**config.mk**
```make
export PLATFORM = sky130hd
export DESIGN_NAME = enigma_stream_ctrl
export DESIGN_NICKNAME = d
export VERILOG_FILES = /design/src/rtl/enigma_pkg.sv /design/src/rtl/enigma_res_fifo.sv /design/src/rtl/enigma_stream_ctrl.sv
export SDC_FILE = /design/constraint.sdc
export NUM_CORES = 1
export LEC_CHECK = 0
export CAP_MARGIN = 10
export CORE_UTILIZATION = 60
export DETAILED_ROUTE_END_ITERATION = 7
export HOLD_SLACK_MARGIN = 0.02
export PLACE_DENSITY = 0.81
export SLEW_MARGIN = 25
export SYNTH_ARGS = -nofsm -noshare
export SYNTH_HDL_FRONTEND = slang
export SYNTH_SLANG_ARGS = --single-unit
```
**constraint.sdc**
```tcl
create_clock -name clk -period 5.05 [get_ports clk]
set_clock_uncertainty 0.1 [all_clocks]
set_input_delay 0.7575 -clock clk [delete_from_list [all_inputs] [get_ports clk]]
set_output_delay 0.7575 -clock clk [all_outputs]
set_load 0.05 [all_outputs]
```
**src/rtl/enigma_pkg.sv**
```systemverilog
// enigma_pkg: shared state encoding and byte width for the enigma stream controller
package enigma_pkg;
  localparam int BYTE_W = 8;
  typedef enum logic [2:0] {IDLE, SET, SETTLE, RUN, DRAIN} state_t;
endpackage

```
**src/rtl/enigma_res_fifo.sv**
```systemverilog
// enigma_res_fifo: first-word-fall-through result FIFO with occupancy count
module enigma_res_fifo #(
  parameter int W = 9,
  parameter int DEPTH = 8,
  localparam int AW = $clog2(DEPTH)
) (
  input  logic          clk,
  input  logic          rst,
  input  logic          push,
  input  logic          pop,
  input  logic [W-1:0]  din,
  output logic [W-1:0]  dout,
  output logic          full,
  output logic          empty,
  output logic [AW:0]   count
);
  logic [W-1:0] mem_q [DEPTH];
  logic [AW-1:0] wr_q, wr_d, rd_q, rd_d;
  logic [AW:0] cnt_q, cnt_d;
  logic wr_en, rd_en;
  assign full = cnt_q == (AW+1)'(DEPTH);
  assign empty = cnt_q == '0;
  assign dout = mem_q[rd_q];
  assign count = cnt_q;
  always_comb begin
    rd_en = pop & ~empty;
    wr_en = push & (~full | rd_en);
    wr_d = wr_q + AW'(wr_en);
    rd_d = rd_q + AW'(rd_en);
    cnt_d = cnt_q + (AW+1)'(wr_en) - (AW+1)'(rd_en);
  end
  always_ff @(posedge clk or posedge rst)
    if (rst) begin
      wr_q <= '0;
      rd_q <= '0;
      cnt_q <= '0;
    end else begin
      wr_q <= wr_d;
      rd_q <= rd_d;
      cnt_q <= cnt_d;
    end
  always_ff @(posedge clk)
    if (wr_en) mem_q[wr_q] <= din;
endmodule

```
**src/rtl/enigma_stream_ctrl.sv**
```systemverilog
// enigma_stream_ctrl: configures the enigma pipeline then streams bytes through it with credit-based result buffering
module enigma_stream_ctrl
  import enigma_pkg::*;
#(
  parameter int FIFO_DEPTH = 8,
  parameter int SETTLE_CYC = 2,
  parameter int CNT_W = 16
) (
  input  logic              clk,
  input  logic              reset,
  input  logic              cfg_start,
  input  logic              cfg_dec,
  input  logic              s_valid,
  input  logic [BYTE_W-1:0] s_data,
  input  logic              s_last,
  output logic              s_ready,
  output logic              m_valid,
  output logic [BYTE_W-1:0] m_data,
  output logic              m_last,
  input  logic              m_ready,
  output logic              eng_set,
  output logic              eng_en,
  output logic              eng_valid,
  output logic [BYTE_W-1:0] eng_din,
  output logic              eng_dec,
  input  logic              eng_done,
  input  logic [BYTE_W-1:0] eng_dout,
  output logic              busy,
  output logic              msg_done,
  output logic              err_ovf
);
  localparam int AW = $clog2(FIFO_DEPTH);
  localparam int SW = $clog2(SETTLE_CYC) + 1;
  state_t state_q, state_d;
  logic [SW-1:0] settle_q, settle_d;
  logic [CNT_W-1:0] in_flight_q, in_flight_d, sent_q, sent_d, recv_q, recv_d, last_id_q, last_id_d;
  logic last_seen_q, last_seen_d, err_q, err_d, eng_valid_q, eng_valid_d, eng_dec_q, eng_dec_d;
  logic [BYTE_W-1:0] eng_din_q, eng_din_d;
  logic start, accept, pop, done_ok, push, fifo_full, fifo_empty;
  logic [AW:0] fifo_count;
  logic [BYTE_W:0] head;
  enigma_res_fifo #(.W(BYTE_W + 1), .DEPTH(FIFO_DEPTH)) u_fifo (
    .clk(clk),
    .rst(reset),
    .push(push),
    .pop(pop),
    .din({eng_dout, (recv_q == last_id_q) & last_seen_q}),
    .dout(head),
    .full(fifo_full),
    .empty(fifo_empty),
    .count(fifo_count)
  );
  assign s_ready = (state_q == RUN) &
                   ((CNT_W+1)'(in_flight_q) + (CNT_W+1)'(fifo_count) < (CNT_W+1)'(FIFO_DEPTH));
  assign m_valid = ~fifo_empty;
  assign m_data = fifo_empty ? '0 : head[BYTE_W:1];
  assign m_last = ~fifo_empty & head[0];
  assign eng_set = state_q == SET;
  assign eng_en = (state_q == RUN) | (state_q == DRAIN);
  assign eng_valid = eng_valid_q;
  assign eng_din = eng_din_q;
  assign eng_dec = eng_dec_q;
  assign busy = state_q != IDLE;
  assign msg_done = (state_q == DRAIN) & pop & m_last;
  assign err_ovf = err_q;
  always_comb begin
    start = (state_q == IDLE) & cfg_start;
    accept = s_valid & s_ready;
    pop = m_valid & m_ready;
    done_ok = eng_done & (in_flight_q != '0);
    push = done_ok & (~fifo_full | pop);
  end
  always_comb begin
    state_d = state_q;
    settle_d = settle_q;
    case (state_q)
      IDLE:   state_d = cfg_start ? SET : IDLE;
      SET: begin
        state_d = SETTLE;
        settle_d = '0;
      end
      SETTLE: begin
        settle_d = settle_q + SW'(1);
        state_d = settle_q == SW'(SETTLE_CYC - 1) ? RUN : SETTLE;
      end
      RUN:    state_d = accept & s_last ? DRAIN : RUN;
      DRAIN:  state_d = msg_done ? IDLE : DRAIN;
      default: state_d = IDLE;
    endcase
  end
  always_comb begin
    eng_valid_d = accept;
    eng_din_d = accept ? s_data : eng_din_q;
    eng_dec_d = start ? cfg_dec : eng_dec_q;
    in_flight_d = in_flight_q + CNT_W'(accept) - CNT_W'(done_ok);
    sent_d = start ? '0 : sent_q + CNT_W'(accept);
    recv_d = start ? '0 : recv_q + CNT_W'(done_ok);
    last_id_d = accept & s_last ? sent_q : last_id_q;
    last_seen_d = start ? 1'b0 : last_seen_q | (accept & s_last);
    err_d = err_q | (eng_done & ~push);
  end
  always_ff @(posedge clk or posedge reset)
    if (reset) begin
      state_q <= IDLE;
      settle_q <= '0;
      in_flight_q <= '0;
      sent_q <= '0;
      recv_q <= '0;
      last_id_q <= '0;
      last_seen_q <= 1'b0;
      err_q <= 1'b0;
      eng_valid_q <= 1'b0;
      eng_din_q <= '0;
      eng_dec_q <= 1'b0;
    end else begin
      state_q <= state_d;
      settle_q <= settle_d;
      in_flight_q <= in_flight_d;
      sent_q <= sent_d;
      recv_q <= recv_d;
      last_id_q <= last_id_d;
      last_seen_q <= last_seen_d;
      err_q <= err_d;
      eng_valid_q <= eng_valid_d;
      eng_din_q <= eng_din_d;
      eng_dec_q <= eng_dec_d;
    end
endmodule
```
# Word level (Yosys, flattened, before mapping)
# Memories as Yosys holds them, arrays and structs flattened.
# Cells that the tools add are included.
# totals
in_bits	24
memories	1
elab_cells	72
output_inout_bits	26
ram_bits	72
reg_bits	91
# mem_list
memory	words	word_bits	rd	rd_clocked_by_memory_dff	wr	line	source
u_fifo.mem_q	8	9	1	0	1	enigma_res_fifo.sv:17	logic [W-1:0] mem_q [DEPTH];
# op_classes
reduce_logical	5
order_cmp	1
eq_ne	7
bitwise	22
n_addsub	10
mux	12
# op_table
cell	n
$add 16x1->16	3
$mux 16	2
$add 16x4->17	1
$lt 17x4->1 const B	1
$eq 16x16->1	1
$reduce_bool 16->1	1
$sub 16x1->16	1
$pmux 3 s5	1
$and 1x1->1	14
$mux 8	1
$add 3x1->3	2
$eq 3x2->1 const B	2
$mux 3	2
$mux 1	5
$or 1x1->1	5
$add 4x1->4	1
$eq 4x4->1 const B	1
$logic_not 4->1	1
$pmux 2 s2	1
$sub 4x1->4	1
$eq 3x1->1 const B	1
$eq 3x3->1 const B	1
$logic_not 3->1	1
$not 1->1	3
other kinds (4)	4

# Logic depth before layout (Yosys ltp)
# logic_depth
depth_word	8
mapped_depth	18
ltp_nobuf	17

# Cells and area by module
# A second synthesis with hierarchy kept.
# unflattened
cells_unflattened	633
area_unflattened_um2	8196.6
# modules_own_cells
module	cells_each	instances	area_per_inst_um2
enigma_stream_ctrl	477	1	4827.1
enigma_res_fifo	156	1	3369.5

# Worst setup path after synthesis
# OpenSTA, ideal clock, no wires.
# synth_timing
kind	reg2reg
start	reg u_fifo.cnt_q[1] (netlist: u_fifo.count[1])
end	reg in_flight_q[14]
setup_ps	128
slack_ps	774
arrival_ps	4049
period_less_slack_ps	4276
path_stages_with_launch	19
cell_sequence	dfrtp_1 -> ha_1 -> a311oi_4 -> o21ba_2 -> a21oi_1 -> nor4b_1 -> nand4b_1 -> nor3_2 -> buf_2 -> xnor2_1 -> ha_1 -> fa_1 -> a21oi_1 -> o21bai_1 -> a21boi_0 -> o211ai_1 -> a31oi_1 -> o21bai_1 -> xor2_1
# synth_between
elab_chain_len	6
# synth_rtl
item	line	source
from (decl)	enigma_res_fifo.sv:19	logic [AW:0] cnt_q, cnt_d;
from (signal assigned)	enigma_res_fifo.sv:40	cnt_q <= cnt_d;
$add 16x4->17	enigma_stream_ctrl.sv:54	((CNT_W+1)'(in_flight_q) + (CNT_W+1)'(fifo_count) < (CNT_W+1)'(FIFO_DEPTH));
$lt 17x4->1	enigma_stream_ctrl.sv:54	
$and 1x1->1	enigma_stream_ctrl.sv:53	assign s_ready = (state_q == RUN) &
$and 1x1->1	enigma_stream_ctrl.sv:68	accept = s_valid & s_ready;
via accept	enigma_stream_ctrl.sv:39	logic start, accept, pop, done_ok, push, fifo_full, fifo_empty;
$add 16x1->16	enigma_stream_ctrl.sv:95	in_flight_d = in_flight_q + CNT_W'(accept) - CNT_W'(done_ok);
$sub 16x1->16	enigma_stream_ctrl.sv:95	
via in_flight_d[14]	enigma_stream_ctrl.sv:36	logic [CNT_W-1:0] in_flight_q, in_flight_d, sent_q, sent_d, recv_q, recv_d, last_id_q, last_id_d;
to (signal assigned)	enigma_stream_ctrl.sv:118	in_flight_q <= in_flight_d;
to (decl)	enigma_stream_ctrl.sv:36	
# The timed path passes the listed nets, and every way through them passes these cells.
# A chain may end at the register's enable or synchronous reset.

# Worst setup path in the final report
# layout_timing
start	reg u_fifo.cnt_q[1] (netlist: u_fifo.count[1])
end	reg in_flight_q[15]
# layout_between
elab_chain_len	6
# layout_rtl
item	line
$add 16x4->17	enigma_stream_ctrl.sv:54
$lt 17x4->1	enigma_stream_ctrl.sv:54
$and 1x1->1	enigma_stream_ctrl.sv:53
$and 1x1->1	enigma_stream_ctrl.sv:68
$add 16x1->16	enigma_stream_ctrl.sv:95
$sub 16x1->16	enigma_stream_ctrl.sv:95
via in_flight_d[15]	enigma_stream_ctrl.sv:36
# The timed path passes the listed nets, and every way through them passes these cells.

==> key figures <==
Logic synthesis
  • Register area share after synthesis: 54.2%
  • Synthesized area: 0.00819 mm²
  • Syn nets: 733
  • EDFF count, synth: 72
  • Mapped Cells: 657
  • Most common cell in the synthesized netlist: dfrtp_1
  • Yosys top cell by area: dfrtp_1
  • YS warnings: 0
  • Synth cell types: 59
  • Area contributors post-synth: dfrtp_1 28%, edfxtp_1 26%, ha_1 7.6%, mux4_2 5.0%, xor2_1 4.1%
  • Post-synth top cells: 91 x dfrtp_1, 72 x edfxtp_1, 50 x ha_1, 48 x nor2_1, 42 x inv_1
  • Syn avg cell area: 12.5 µm²
  • Flops & latches, synth: 163
  • Top cell type's share of synthesized area: 27.8%
  • Ys async rst share: 55.8%
  • Main synth FF type: dfrtp_1

Drt
  • # DRC: 0
  • Post-Route WL: 16800 µm
  • Via density: 5.87
  • WL met2: 8670 µm
  • WL/cell: 18.6 µm
  • Vias: 5300
  • Max Used Layer: met4
  • 1st-iter DRT viols: 358
  • ANT nets after route: 0
  • First-pass DRT Iterations: 4
  • Met1 WL: 6960 µm
  • DR WL met3: 687 µm

Global route
  • GR Util All Layers: 25.7%
  • Initial antenna violation count: 0
  • Vias in the first global route: 5462
  • Pin count of the biggest net entering global routing: 52
  • Global-route wire length before repair: 27400 µm
  • Congestion Overflow GR: 0

Clocking
  • Post-CTS Setup Repair Bufs: 0
  • CTS tree: done
  • Resized cells post-CTS: 0
  • CTS root buf: clkbuf_16
  • Clk pin slew, worst setup/hold paths: 0.06 ns
  • CTS buffer count: 17
  • Clk_lat worst skew: 0.44 ns
  • CTS Sinks: 163
  • CTS Hold Bufs: 0
  • CTS Buffer Depth: 2
  • Htree depth: 4

STA
  • Final Max Tran Viols: 0
  • Final setup viols: 0
  • Slew headroom: 32.6%
  • Hold Violations, Final: 0
  • Setup TNS: 0 ns
  • Fmax: 221 MHz
  • Final worst setup slack: 0.518 ns
  • Least-Margin Pin Slew: 1.01 ns
  • Final min period: 4.53 ns
  • Final Cycle Share: 89.7%
  • RSZ-0062 raised after global routing: false

Critical path
  • CP Launch Type: flip-flop
  • Setup crit end: in_flight_q[15]
  • CP max FO: 12
  • Crit Path Class: reg -> reg
  • CP Launch Point: u_fifo.count[1]
  • Crit Reg-Reg Endpoint: in_flight_q[15]
  • Reg2Reg Depth: 17
  • R2r startpoint: u_fifo.count[1]
  • R2R setup slack: 0.52 ns
  • Critical path required time: 5.30 ns
  • CP Data Arrival Time: 4.78 ns
  • Crit end category: flip-flop

Min path
  • Worst Hold Class: reg -> reg
  • Cells on Worst Hold Path: 2

Cells and area
  • Layout cell share with drive strength beyond 1: 13.2%
  • Area grow syn2layout: 15.7%
  • Nets: 791
  • Fill count: 880
  • Diodes inserted: 0

Place
  • GPL Wtd Cong: 0.863
  • IO Port Bufs: 49
  • Detailed placement HPWL: 11700 µm
  • Post-Place Setup Slack: 0.627 ns

Die
  • Die area: 0.0141 mm²
  • Starting density of the core: 61.6%
  • Die height: 119 µm
  • I/O pins: 50
  • Die Wd: 119 µm
  • FP Rows: 42
  • Core area: 0.0133 mm²

Power
  • VDD IR max: 474 µV
  • Leak: 4.13 nW
  • Pwr/cell area: 600 mW/mm²

Run status
  • Status: finished clean

Job
  • Max-Cap Viols: 0
area by class of cell:
cell class | instances | area (µm²) | share of cell area, %
sequential | 163 | 4440 | 46.9
multi-input combinational | 437 | 3540 | 37.4
timing repair buffer | 54 | 536 | 5.65
clock buffer | 18 | 429 | 4.53
tap | 176 | 220 | 2.32
inverter | 42 | 159 | 1.68
clock inverter | 13 | 150 | 1.58
layer usage:
layer | up-vias | GRT usage, %
li1 | 2467 | -
met1 | 2653 | 32.6
met2 | 145 | 43.1
met3 | 35 | 5.08
met4 | 0 | 11.2
met5 | - | 0
critical path, cell delays in order, from the launching register on:
cell,delay (ns)
dfrtp_1,0.45
ha_1,0.33
a311oi_4,0.47
o21ba_2,0.27
a21oi_1,0.07
nor4b_1,0.29
nand4b_1,0.20
nor3_2,0.23
buf_4,0.25
nand2b_1,0.18
ha_1,0.19
a211oi_1,0.07
o21ai_0,0.17
nand3_1,0.14
a221oi_1,0.38
a31oi_1,0.16
a221oi_1,0.34
xnor2_1,0.17
report_power, final:
group / internal, mW / switching, mW
Sequential: 1.66 / 0.262
Combinational: 1.06 / 1.44
Clock: 0.734 / 0.541
layout by cell type, fill, tap and decap left out, types with 3 or more instances in the layout:
master,synthesis,final
a22o_1,3,3
dfrtp_1,91,91
buf_4,0,4
o21ai_0,13,13
clkdlybuf4s50_1,0,49
inv_6,0,3
or3_1,4,4
nand3b_1,5,5
edfxtp_1,72,72
and2_1,6,6
nor2_2,0,3
clkbuf_16,0,17
mux4_2,18,18
xnor2_1,15,15
o31ai_1,3,3
or2_2,3,3
clkinvlp_4,0,3
a21o_1,3,3
a31oi_1,5,5
nor3_2,1,3
o21bai_1,4,4
mux2i_1,15,15
nand2b_1,15,15
mux2_4,7,7
nand4_1,6,6
a21oi_1,21,21
nor3_1,19,17
nor4_1,6,6
ha_1,50,50
nand2_1,40,40
inv_1,42,41
nand3_1,26,26
nor2_1,48,45
xor2_1,38,38
and3_1,9,9
o211ai_1,3,3
mux2_2,19,19
nor2b_1,6,6
worst min-delay path by stage:
stage / start / end / slack (ns)
floorplan: u_fifo.rd_q[0] / u_fifo.rd_q[0] / 0.38
global placement: eng_dec / eng_dec / 0.36
detailed placement: eng_dec / eng_dec / 0.37
CTS: eng_dec / eng_dec / 0.38
global route: err_ovf / err_ovf / 0.41
finish: eng_dec / eng_dec / 0.38
registers in the layout, summed over array words and instances (netlist names):
name	flops
eng_dec	1
eng_din	8
eng_valid	1
err_ovf	1
in_flight_q	16
last_id_q	16
last_seen_q	1
recv_q	16
sent_q	16
settle_q	2
state_q	3
u_fifo.count	4
u_fifo.mem_q	72
u_fifo.rd_q	3
u_fifo.wr_q	3
cell families after synthesis:
family	share of synthesized area, %
muxes	10.7
AOI/OAI and AO/OA	5.82
xor gates and xnor gates	5.67
DFF	54.2
and+or+nand+nor	12.7
buffers and inverters	2.75
adders and majority gates	8.13
stage by stage:
step	utilization [%]	hold slack [ns]	instances	power, mW	area, µm²
after floorplan	-	0.377	657	3.77	8190
after global placement	66.7	0.360	871	4.29	8870
after detailed placement	66.7	0.368	871	4.40	8870
after CTS	71.1	0.384	902	5.69	9450
after global routing	71.3	0.414	903	6.04	9480
final	71.3	0.380	903	5.69	9480
Power figures use the tool's default switching activity.
